--- config.mk ---
export PLATFORM = sky130hd
export DESIGN_NAME = misaligned_lsu
export DESIGN_NICKNAME = d
export VERILOG_FILES = /design/src/rtl/riscv_mem_pkg.sv /design/src/rtl/load_extender.sv /design/src/rtl/misaligned_lsu.sv
export SDC_FILE = /design/constraint.sdc
export NUM_CORES = 1
export LEC_CHECK = 0
export ABC_AREA = 1
export CORE_MARGIN = 4
export CORE_UTILIZATION = 43
export DETAILED_ROUTE_END_ITERATION = 8
export HOLD_SLACK_MARGIN = 0.06
export PLACE_DENSITY_LB_ADDON = 0.25
export SETUP_SLACK_MARGIN = 0.2
export SLEW_MARGIN = 5
export SYNTH_ARGS = -nofsm -noshare
export SYNTH_HDL_FRONTEND = slang
export SYNTH_SLANG_ARGS = --single-unit
export TNS_END_PERCENT = 5
--- constraint.sdc ---
create_clock -name clk -period 6 [get_ports clk]
set_clock_uncertainty 0.15 [all_clocks]
set_input_delay 1.2 -clock clk [delete_from_list [all_inputs] [get_ports clk]]
set_output_delay 1.2 -clock clk [all_outputs]
set_load 0.01 [all_outputs]
--- src/rtl/riscv_mem_pkg.sv ---
// Shared memory-access encodings: size codes, LSU state enum, extension polarity.
// Latency: n/a (constants, types and a pure helper function only).
// Backpressure: n/a.
package riscv_mem_pkg;

    localparam logic [1:0] SZ_BYTE    = 2'b00;
    localparam logic [1:0] SZ_HALF    = 2'b01;
    localparam logic [1:0] SZ_WORD    = 2'b10;
    localparam logic [1:0] SZ_ILLEGAL = 2'b11;

    // data_memory extension_type: 1 zero-extends, 0 sign-extends.
    localparam logic EXT_ZERO = 1'b1;
    localparam logic EXT_SIGN = 1'b0;

    typedef enum logic [1:0] {
        ST_IDLE   = 2'd0,
        ST_ACCESS = 2'd1,
        ST_RESP   = 2'd2
    } lsu_state_t;

    // Natural alignment check for byte/half/word. Illegal size reports aligned;
    // it is rejected separately.
    function automatic logic is_aligned(input logic [1:0] size, input logic [1:0] addr_lo);
        logic ok;
        ok = 1'b1;
        if (size == SZ_HALF) ok = (addr_lo[0] == 1'b0);
        if (size == SZ_WORD) ok = (addr_lo == 2'b00);
        return ok;
    endfunction

endpackage

--- src/rtl/load_extender.sv ---
// Sign/zero extension of assembled load data to a full word, shared with the pipelined core.
// Latency: combinational, 0 cycles.
// Backpressure: none (pure function of its inputs).
// Ports: data_i assembled LSB-aligned bytes, size_i access size, ext_i 1=zero/0=sign,
//        ext_data_o extended word.
module load_extender
    import riscv_mem_pkg::*;
#(
    parameter int SIZE = 32
) (
    input  logic [SIZE-1:0] data_i,
    input  logic [1:0]      size_i,
    input  logic            ext_i,
    output logic [SIZE-1:0] ext_data_o
);

    logic fill;

    always_comb begin
        fill       = 1'b0;
        ext_data_o = data_i;
        case (size_i)
            SZ_BYTE: begin
                fill       = (ext_i == EXT_ZERO) ? 1'b0 : data_i[7];
                ext_data_o = {{(SIZE-8){fill}}, data_i[7:0]};
            end
            SZ_HALF: begin
                fill       = (ext_i == EXT_ZERO) ? 1'b0 : data_i[15];
                ext_data_o = {{(SIZE-16){fill}}, data_i[15:0]};
            end
            default: ext_data_o = data_i;
        endcase
    end

endmodule

--- src/rtl/misaligned_lsu.sv ---
// Load/store sequencer: aligned ops go out native, misaligned half/word split into byte ops.
// Latency: aligned 2 cycles accept->resp, misaligned half 3, word 5, illegal/trapped 1.
// Backpressure: req_ready only in IDLE; response held stable until resp_ready.
// Ports: req_* request handshake, resp_* response handshake, mem_* data_memory interface.
// Build option: MISALIGN_TRAP_EN turns misaligned half/word into an error response with no memory op.
module misaligned_lsu
    import riscv_mem_pkg::*;
#(
    parameter int              SIZE         = 32,
    parameter logic [SIZE-1:0] BASE_ADDRESS = '0
) (
    input  logic            clk,
    input  logic            reset_n,
    input  logic            req_valid,
    output logic            req_ready,
    input  logic            req_write,
    input  logic [SIZE-1:0] req_address,
    input  logic [SIZE-1:0] req_write_data,
    input  logic [1:0]      req_data_size,
    input  logic            req_extension,
    output logic            resp_valid,
    input  logic            resp_ready,
    output logic [SIZE-1:0] resp_read_data,
    output logic            resp_error,
    output logic [SIZE-1:0] mem_address,
    output logic [SIZE-1:0] mem_write_data,
    output logic [1:0]      mem_data_size,
    output logic            mem_extension,
    output logic            mem_write_enable,
    input  logic [SIZE-1:0] mem_read_data
);

    // BASE_ADDRESS belongs to the memory map only; all address math here is absolute.
    if (BASE_ADDRESS != '0) begin : g_nonzero_base
    end

    lsu_state_t      state_q, state_d;
    logic            write_q, write_d;
    logic [SIZE-1:0] addr_q, addr_d;
    logic [SIZE-1:0] wdata_q, wdata_d;
    logic [1:0]      size_q, size_d;
    logic            ext_q, ext_d;
    logic            err_q, err_d;
    logic            aligned_q, aligned_d;
    logic [1:0]      op_q, op_d;
    logic [SIZE-1:0] asm_q, asm_d;

    logic [SIZE-1:0] wdata_shift;
    logic [1:0]      last_op;
    logic [SIZE-1:0] ext_data;

    always_comb begin
        state_d          = state_q;
        write_d          = write_q;
        addr_d           = addr_q;
        wdata_d          = wdata_q;
        size_d           = size_q;
        ext_d            = ext_q;
        err_d            = err_q;
        aligned_d        = aligned_q;
        op_d             = op_q;
        asm_d            = asm_q;
        req_ready        = 1'b0;
        resp_valid       = 1'b0;
        mem_address      = '0;
        mem_write_data   = '0;
        mem_data_size    = SZ_BYTE;
        mem_extension    = 1'b0;
        mem_write_enable = 1'b0;
        wdata_shift      = wdata_q >> {op_q, 3'b000};
        last_op          = (size_q == SZ_HALF) ? 2'd1 : 2'd3;

        case (state_q)
            ST_IDLE: begin
                req_ready = 1'b1;
                if (req_valid) begin
                    write_d   = req_write;
                    addr_d    = req_address;
                    wdata_d   = req_write_data;
                    size_d    = req_data_size;
                    ext_d     = req_extension;
                    aligned_d = is_aligned(req_data_size, req_address[1:0]);
                    op_d      = 2'd0;
                    asm_d     = '0;   // unused upper bytes of a split half must read as zero
                    err_d     = 1'b0;
                    if (req_data_size == SZ_ILLEGAL) begin
                        err_d   = 1'b1;
                        state_d = ST_RESP;
                    end
`ifdef MISALIGN_TRAP_EN
                    else if (!is_aligned(req_data_size, req_address[1:0])) begin
                        err_d   = 1'b1;
                        state_d = ST_RESP;
                    end
`endif
                    else begin
                        state_d = ST_ACCESS;
                    end
                end
            end
            ST_ACCESS: begin
                // Memory always zero-extends; the requested extension is applied once in RESP.
                mem_extension    = EXT_ZERO;
                mem_write_enable = write_q;
                if (aligned_q) begin
                    mem_address    = addr_q;
                    mem_data_size  = size_q;
                    mem_write_data = wdata_q;
                    asm_d          = mem_read_data;
                    state_d        = ST_RESP;
                end else begin
                    // Little-endian byte k of the request goes to addr+k (wraps naturally).
                    mem_address                 = addr_q + {{(SIZE-2){1'b0}}, op_q};
                    mem_data_size               = SZ_BYTE;
                    mem_write_data              = {{(SIZE-8){1'b0}}, wdata_shift[7:0]};
                    asm_d[{op_q, 3'b000} +: 8]  = mem_read_data[7:0];
                    if (op_q == last_op) begin
                        state_d = ST_RESP;
                    end else begin
                        op_d = op_q + 2'd1;
                    end
                end
            end
            ST_RESP: begin
                resp_valid = 1'b1;
                if (resp_ready) state_d = ST_IDLE;
            end
            default: state_d = ST_IDLE;
        endcase
    end

    load_extender #(.SIZE(SIZE)) u_load_extender (
        .data_i     (asm_q),
        .size_i     (size_q),
        .ext_i      (ext_q),
        .ext_data_o (ext_data)
    );

    // Response fields come straight from held registers, so they stay stable under backpressure.
    assign resp_error     = (state_q == ST_RESP) && err_q;
    assign resp_read_data = ((state_q == ST_RESP) && !write_q && !err_q) ? ext_data : '0;

    always_ff @(posedge clk or negedge reset_n) begin
        if (!reset_n) begin
            state_q   <= ST_IDLE;
            write_q   <= 1'b0;
            addr_q    <= '0;
            wdata_q   <= '0;
            size_q    <= SZ_BYTE;
            ext_q     <= 1'b0;
            err_q     <= 1'b0;
            aligned_q <= 1'b0;
            op_q      <= 2'd0;
            asm_q     <= '0;
        end else begin
            state_q   <= state_d;
            write_q   <= write_d;
            addr_q    <= addr_d;
            wdata_q   <= wdata_d;
            size_q    <= size_d;
            ext_q     <= ext_d;
            err_q     <= err_d;
            aligned_q <= aligned_d;
            op_q      <= op_d;
            asm_q     <= asm_d;
        end
    end

endmodule

==> run metrics, run 1 <==
Hold Path Class=reg2reg; number of gates resized after cts=0; Area Growth Syn to Fin=38.5%; total clock sinks=106; max-cap viol count=0; via/cell ratio=5.18; pwr/cell area=412 nW/µm²; Initial Util=44.6%; # DRC=0; Hold Buf Count CTS=0; Worst Path Required=4650 ps; DIE WIDTH=129 µm; CP max FO=34; Core ar.=14100 µm²; final wirelength=19.9 mm; TritonCTS clock tree=yes; type of origin of the critical path=register; vias in the first global route=6158; Worst-Skew Late Latency=350 ps; Die Ht=129 µm; Fin. Hold Viols=0; ANT cells=0; via count=6591; hold-critical path depth=2; Area after DPL=8430 µm²; remaining antenna violation count=0; Filler cells=1328; measured slew at the worst slew-check pin=947 ps; layout cell share with drive strength beyond 1=4.95%; Post-CTS Setup Inserts=0; outcome=complete, no violations; Setup CP Type=reg2out; post-route setup TNS=0 ps; row count=43; RSZ-0062 raised after global routing=false; die area=16600 µm²; initial antenna violation count=0; first-pass GRT wire length=31.2 mm; Tot GR Track Use=23.7%; Min Hold Slack=334 ps; largest net degree at the start of global routing=72; 1st-pass router iterations=7; final setup vio count=0; flops & latches, synth=106; leak pwr=0.00398 µW; Ports=207; PortBufs=206; final instance area=8710 µm²; CP Capture Type=primary output; Synth Warn #=0; Worst-path clk slew=70 ps; Slew Viols, Final=0; initial drt markers=543; Max VDD drop=214 µV; worst-case clock buffer depth=2; cells after synthesis=906; Post-Syn Area=6290 µm²; DP Wirelength=14.7 mm; fin crit share=78.9%; Root Buffer=clkbuf_16; Syn Nets=1017; worst relative slew slack=36.7%; distinct cell type count after synthesis=39; f_max=211 MHz; Worst Reg-to-Reg Cells=5; Nets=1199; grt total ovfl=0; H-tree depth=3; Placer Congestion=0.891; syn avg cell area=6.95 µm²; Arr. time, crit path=3380 ps; Num CTS Buffers=9; worst reg-to-reg setup slack=3080 ps; sequential-to-total area share from yosys stat=42.1%; routed len/inst=15.7 µm; Final min period=4730 ps
==> metrics by stage <==
| stage | util, % | setup WS, ps | power (µW) | instances |
|---|---|---|---|---|
| 5_1_grt | 61.8 | 1060 | 3870 | 1272 |
| 3_3_place_gp | 59.8 | 1710 | 2960 | 1257 |
| 6_report | 61.8 | 1270 | 3590 | 1272 |
| 3_5_place_dp | 59.8 | 1660 | 2990 | 1257 |
| 4_1_cts | 61.8 | 1280 | 3600 | 1272 |
| 2_1_floorplan | - | 2800 | 2320 | 906 |
==> worst paths after layout <==
path | from | to
setup / recovery | state_q[1] | mem_write_data[6]
hold reg to reg | asm_q[28] | asm_q[28]
hold / removal | asm_q[28] | asm_q[28]
setup reg to reg | state_q[0] | wdata_q[9]
max in group asynchronous | reset_n | asm_q[18]
min in group asynchronous | reset_n | wdata_q[11]
==> routing by layer <==
metal  vias up  GRT usage, %  share of wire, %
met5         -             0                 0
met4         0          7.41               1.9
met3        25          5.15               7.9
met2       253          38.1                46
met1      3032          32.2                44
li1       3281             -                 -
==> state kept, by name, indices dropped and copies added (netlist names) <==
signal,flops
write_q,1
op_q,2
wdata_q,32
asm_q,32
aligned_q,1
addr_q,32
ext_q,1
state_q,2
size_q,2
err_q,1
==> cell usage after synthesis, drive strengths merged <==
master / instances / area (µm²)
a21oi: 33 / 165
a22o: 9 / 78.8
a22oi: 1 / 21.3
a31oi: 2 / 12.5
a32oi: 9 / 78.8
and2: 2 / 12.5
and3: 1 / 6.26
and3b: 1 / 8.76
buf: 25 / 128
clkbuf: 13 / 48.8
clkinv: 2 / 8.75
dfrtp: 106 / 2650
fa: 1 / 20.0
ha: 6 / 75.1
inv: 89 / 334
nand2: 292 / 1110
nand3: 54 / 280
nand4: 21 / 131
nor2: 142 / 583
nor3: 8 / 50.1
nor3b: 1 / 7.51
o21a: 1 / 7.51
o21ai: 81 / 417
o21bai: 1 / 7.51
o221a: 1 / 11.3
o22ai: 2 / 12.5
o31ai: 1 / 12.5
xor2: 1 / 8.76
==> layout make-up <==
| class | instances | area [µm²] | share of cell area, % |
|---|---|---|---|
| Timing Repair Buffer | 209 | 2080 | 23.9 |
| Clock inverter | 2 | 37.5 | 0.431 |
| Multi-Input combinational cell | 671 | 3120 | 35.9 |
| Clock buffer | 13 | 250 | 2.87 |
| Sequential cell | 106 | 2650 | 30.4 |
| Tap cell | 180 | 225 | 2.58 |
| Inverter | 91 | 343 | 3.93 |
==> report_power, final <==
group | leakage, µW | internal, µW | switching, µW
Combinational | 0.00251 | 661 | 1020
Sequential | 0.00134 | 1020 | 285
Clock | 0.000136 | 334 | 267
Total | 0.00398 | 2020 | 1570
==> cell usage in the layout, fill, tap and decap left out, drive strengths merged <==
| cell | instances |
|---|---|
| inv | 89 |
| a32oi | 9 |
| o22ai | 2 |
| o31ai | 1 |
| and3b | 1 |
| nor3 | 8 |
| buf | 4 |
| clkinv | 2 |
| a22oi | 1 |
| o21ai | 81 |
| and2 | 2 |
| dfrtp | 106 |
| a31oi | 2 |
| xor2 | 1 |
| a21oi | 33 |
| nand3 | 54 |
| nand4 | 21 |
| clkbuf | 13 |
| bufinv | 1 |
| nor2 | 142 |
| fa | 1 |
| clkinvlp | 1 |
| o221a | 1 |
| clkdlybuf4s50 | 205 |
| o21bai | 1 |
| nor3b | 1 |
| ha | 6 |
| o21a | 1 |
| a22o | 9 |
| nand2 | 292 |
| and3 | 1 |
==> cell families (layout without fill, tap and decap cells) <==
logic type / count (synthesis) / after routing / share of synthesized area, %
xor gates and xnor gates: 1 / 1 / 0.139
DFF: 106 / 106 / 42.1
and+or+nand+nor: 522 / 522 / 34.9
AOI/OAI and AO/OA: 141 / 141 / 13.1
buffers and inverters: 129 / 315 / 8.25
adders and majority gates: 7 / 7 / 1.51
==> critical path, cell delays in order (launching register included) <==
cell and delay (ps):
dfrtp_1 410, inv_2 90, nand2_2 320, inv_2 620, nand2_4 280, inv_2 510
a22o_1 230, clkdlybuf4s50_1 540
No activity file was read; power rests on OpenSTA's default activity.
==> inputs of run 2 (changes only) <==
CORE_UTILIZATION = 42   (was 43)
clock period = 3.8 ns   (was 6 ns; I/O delays follow)
==> run 2 against run 1 <==
Net effect:
- design area increased by 1.0%
- largest power group unchanged
- highest routed layer unchanged
- worst setup slack got worse by 1100 ps
- final cell count increased by 0.79%
- die area increased by 2.2%
- largest cell class unchanged
- worst hold slack got worse by 10 ps
- critical path depth increased by 4
- critical path type unchanged
==> run metrics, run 2 (synthesized netlist as in run 1, its figures left out) <==
outcome=complete, no violations; first-pass GRT wire length=32.2 mm (+3.3%); measured slew at the worst slew-check pin=733 ps (-214 ps); initial drt markers=553 (+1.8%); Final min period=3620 ps; slowest CP cell=clkdlybuf4s50_1; CP max FO=3 (-91%); routed len/inst=15.9 µm (+1.8%); Worst Path Required=2890 ps (-1760 ps); total clock sinks=106 (unchanged); instance count on the critical path=11 (+4); Worst-Skew Late Latency=340 ps (about the same); CP Capture Type=primary output; Core ar.=14600 µm² (+3.5%); worst relative slew slack=51.2% (+14 points); final setup vio count=0 (unchanged); Worst Reg-to-Reg Cells=6 (+1); Num CTS Buffers=9 (unchanged); leak pwr=0.00405 µW (+1.7%); pwr/cell area=644 nW/µm² (+57%); Reg2Reg Capture Point=asm_q[7]; ANT cells=0 (unchanged); Buf/Inv on CP=2 (-2); Hold Path Class=in2async; most common cell after layout, fill and taps aside=nand2_1; Min Hold Slack=323 ps (-10.5 ps); worst reg-to-reg setup slack=1340 ps (-1740 ps); DIE WIDTH=130 µm (+1.1%); max incr delay on CP=550 ps (-70 ps); type of origin of the critical path=register; DP Wirelength=15.0 mm (+2.2%); Nets=1207 (+0.67%); post-route setup TNS=0 ps (unchanged); # DRC=0 (unchanged); max-cap viol count=0 (unchanged); via/cell ratio=5.16 (-0.46%); RSZ-0062 raised after global routing=true; H-tree depth=3 (unchanged); post-place setup slack=508 ps (-1150 ps); Largest regs=addr_q: 32 flops, asm_q: 32 flops, wdata_q: 32 flops; fin crit share=95.2%; Placer Congestion=0.890 (about the same); reg2reg start=op_q[0]; Die Ht=130 µm (+1.1%); CP delay by family, top=simple AND/OR/NAND/NOR gates; PortBufs=206 (unchanged); Slew Viols, Final=0 (unchanged); die area=17000 µm² (+2.2%); remaining antenna violation count=0 (unchanged); Worst-path clk slew=70 ps (about the same); f_max=276 MHz; row count=44 (+2.3%); layout cell share with drive strength beyond 1=5.92% (+0.97 points); Tot GR Track Use=24.0% (+0.27 points); Setup CP Type=reg2out; 1st-pass router iterations=5 (-2); Max VDD drop=285 µV (+33%); Root Buffer=clkbuf_16; Fin. Hold Viols=0 (unchanged); Setup crit start=addr_q[0]; Ports=207 (unchanged); worst-case clock buffer depth=2 (unchanged); worst-path cell chain=ha_1 > inv_1 > fa_1 > nor2_1 > nand3_2 > nor2_2 > nand2_1 > nand2_1 > nand2_1 > nor2_1 > clkdlybuf4s50_1; largest net degree at the start of global routing=60 (-17%); Arr. time, crit path=2710 ps (-670 ps); TritonCTS clock tree=yes; CP most frequent cell=nand2_1; final wirelength=20.4 mm (+2.6%); crit path to=mem_address[28]; via count=6612 (+0.32%); most frequent cells in the layout=286 x nand2_1, 203 x clkdlybuf4s50_1, 130 x nor2_1; initial antenna violation count=0 (unchanged); Initial Util=43.1% (-1.5 points); vias in the first global route=6215 (+0.93%); grt total ovfl=0 (unchanged); Area Growth Syn to Fin=39.9%; worst setup margin=183 ps (-1080 ps)
run 2: cell types whose count changed in the layout (fill, tap and decap cells not counted), moves of 2 or more:
cell | previous run | this run
buf_4 | 4 | 10
clkdlybuf4s50_1 | 205 | 203
buf_12 | 0 | 2
clkbuf_1 | 3 | 1
nor2_1 | 132 | 130
run 2: worst min-delay path by stage:
stage	from	end	slack [ps]
after floorplan	asm_q[10]	asm_q[10]	300
after global placement	asm_q[29]	asm_q[29]	320
after detailed placement	asm_q[13]	asm_q[13]	320
after CTS	asm_q[13]	asm_q[13]	340
after global routing	asm_q[30]	asm_q[30]	360
final	reset_n	wdata_q[23]	320
run 2: final cells by class:
class | instances | area, µm²
inverter | 91 | 343
timing repair buffer | 217 | 2170
clock inverter | 3 | 43.8
multi-input combinational | 671 | 3140
clock buffer | 10 | 229
sequential | 106 | 2650
tap | 184 | 230
fill | 1350 | 5780
run 2: report_power, final:
part	switching, µW	internal [µW]
Clock	408	501
Combinational	1660	1080
Sequential	411	1610
Total	2480	3190
run 2: routing by layer:
layer  part of all wire, %  up-vias  global-route usage, %
li1                      -     3291                      -
met1                    43     3040                   32.9
met2                    47      253                   38.4
met3                   8.0       28                   5.12
met4                   1.9        0                   7.26
met5                     0        -                      0
run 2: stage by stage:
| stage | util (%) | cells | instance area [µm²] | power, µW |
|---|---|---|---|---|
| final | 60.4 | 1282 | 8810 | 5670 |
| after CTS | 60.3 | 1282 | 8790 | 5710 |
| after floorplan | - | 906 | 6290 | 3660 |
| after detailed placement | 58.3 | 1268 | 8510 | 4770 |
| after global routing | 60.4 | 1282 | 8810 | 6140 |
| after global placement | 58.3 | 1268 | 8510 | 4730 |
run 2: repair_timing:
item	in CTS	in global routing
buffers inserted	1	0
endpoints found under the setup margin	5	22
hold buffers	0	0
pin swaps	1	0
resized for setup	2	4
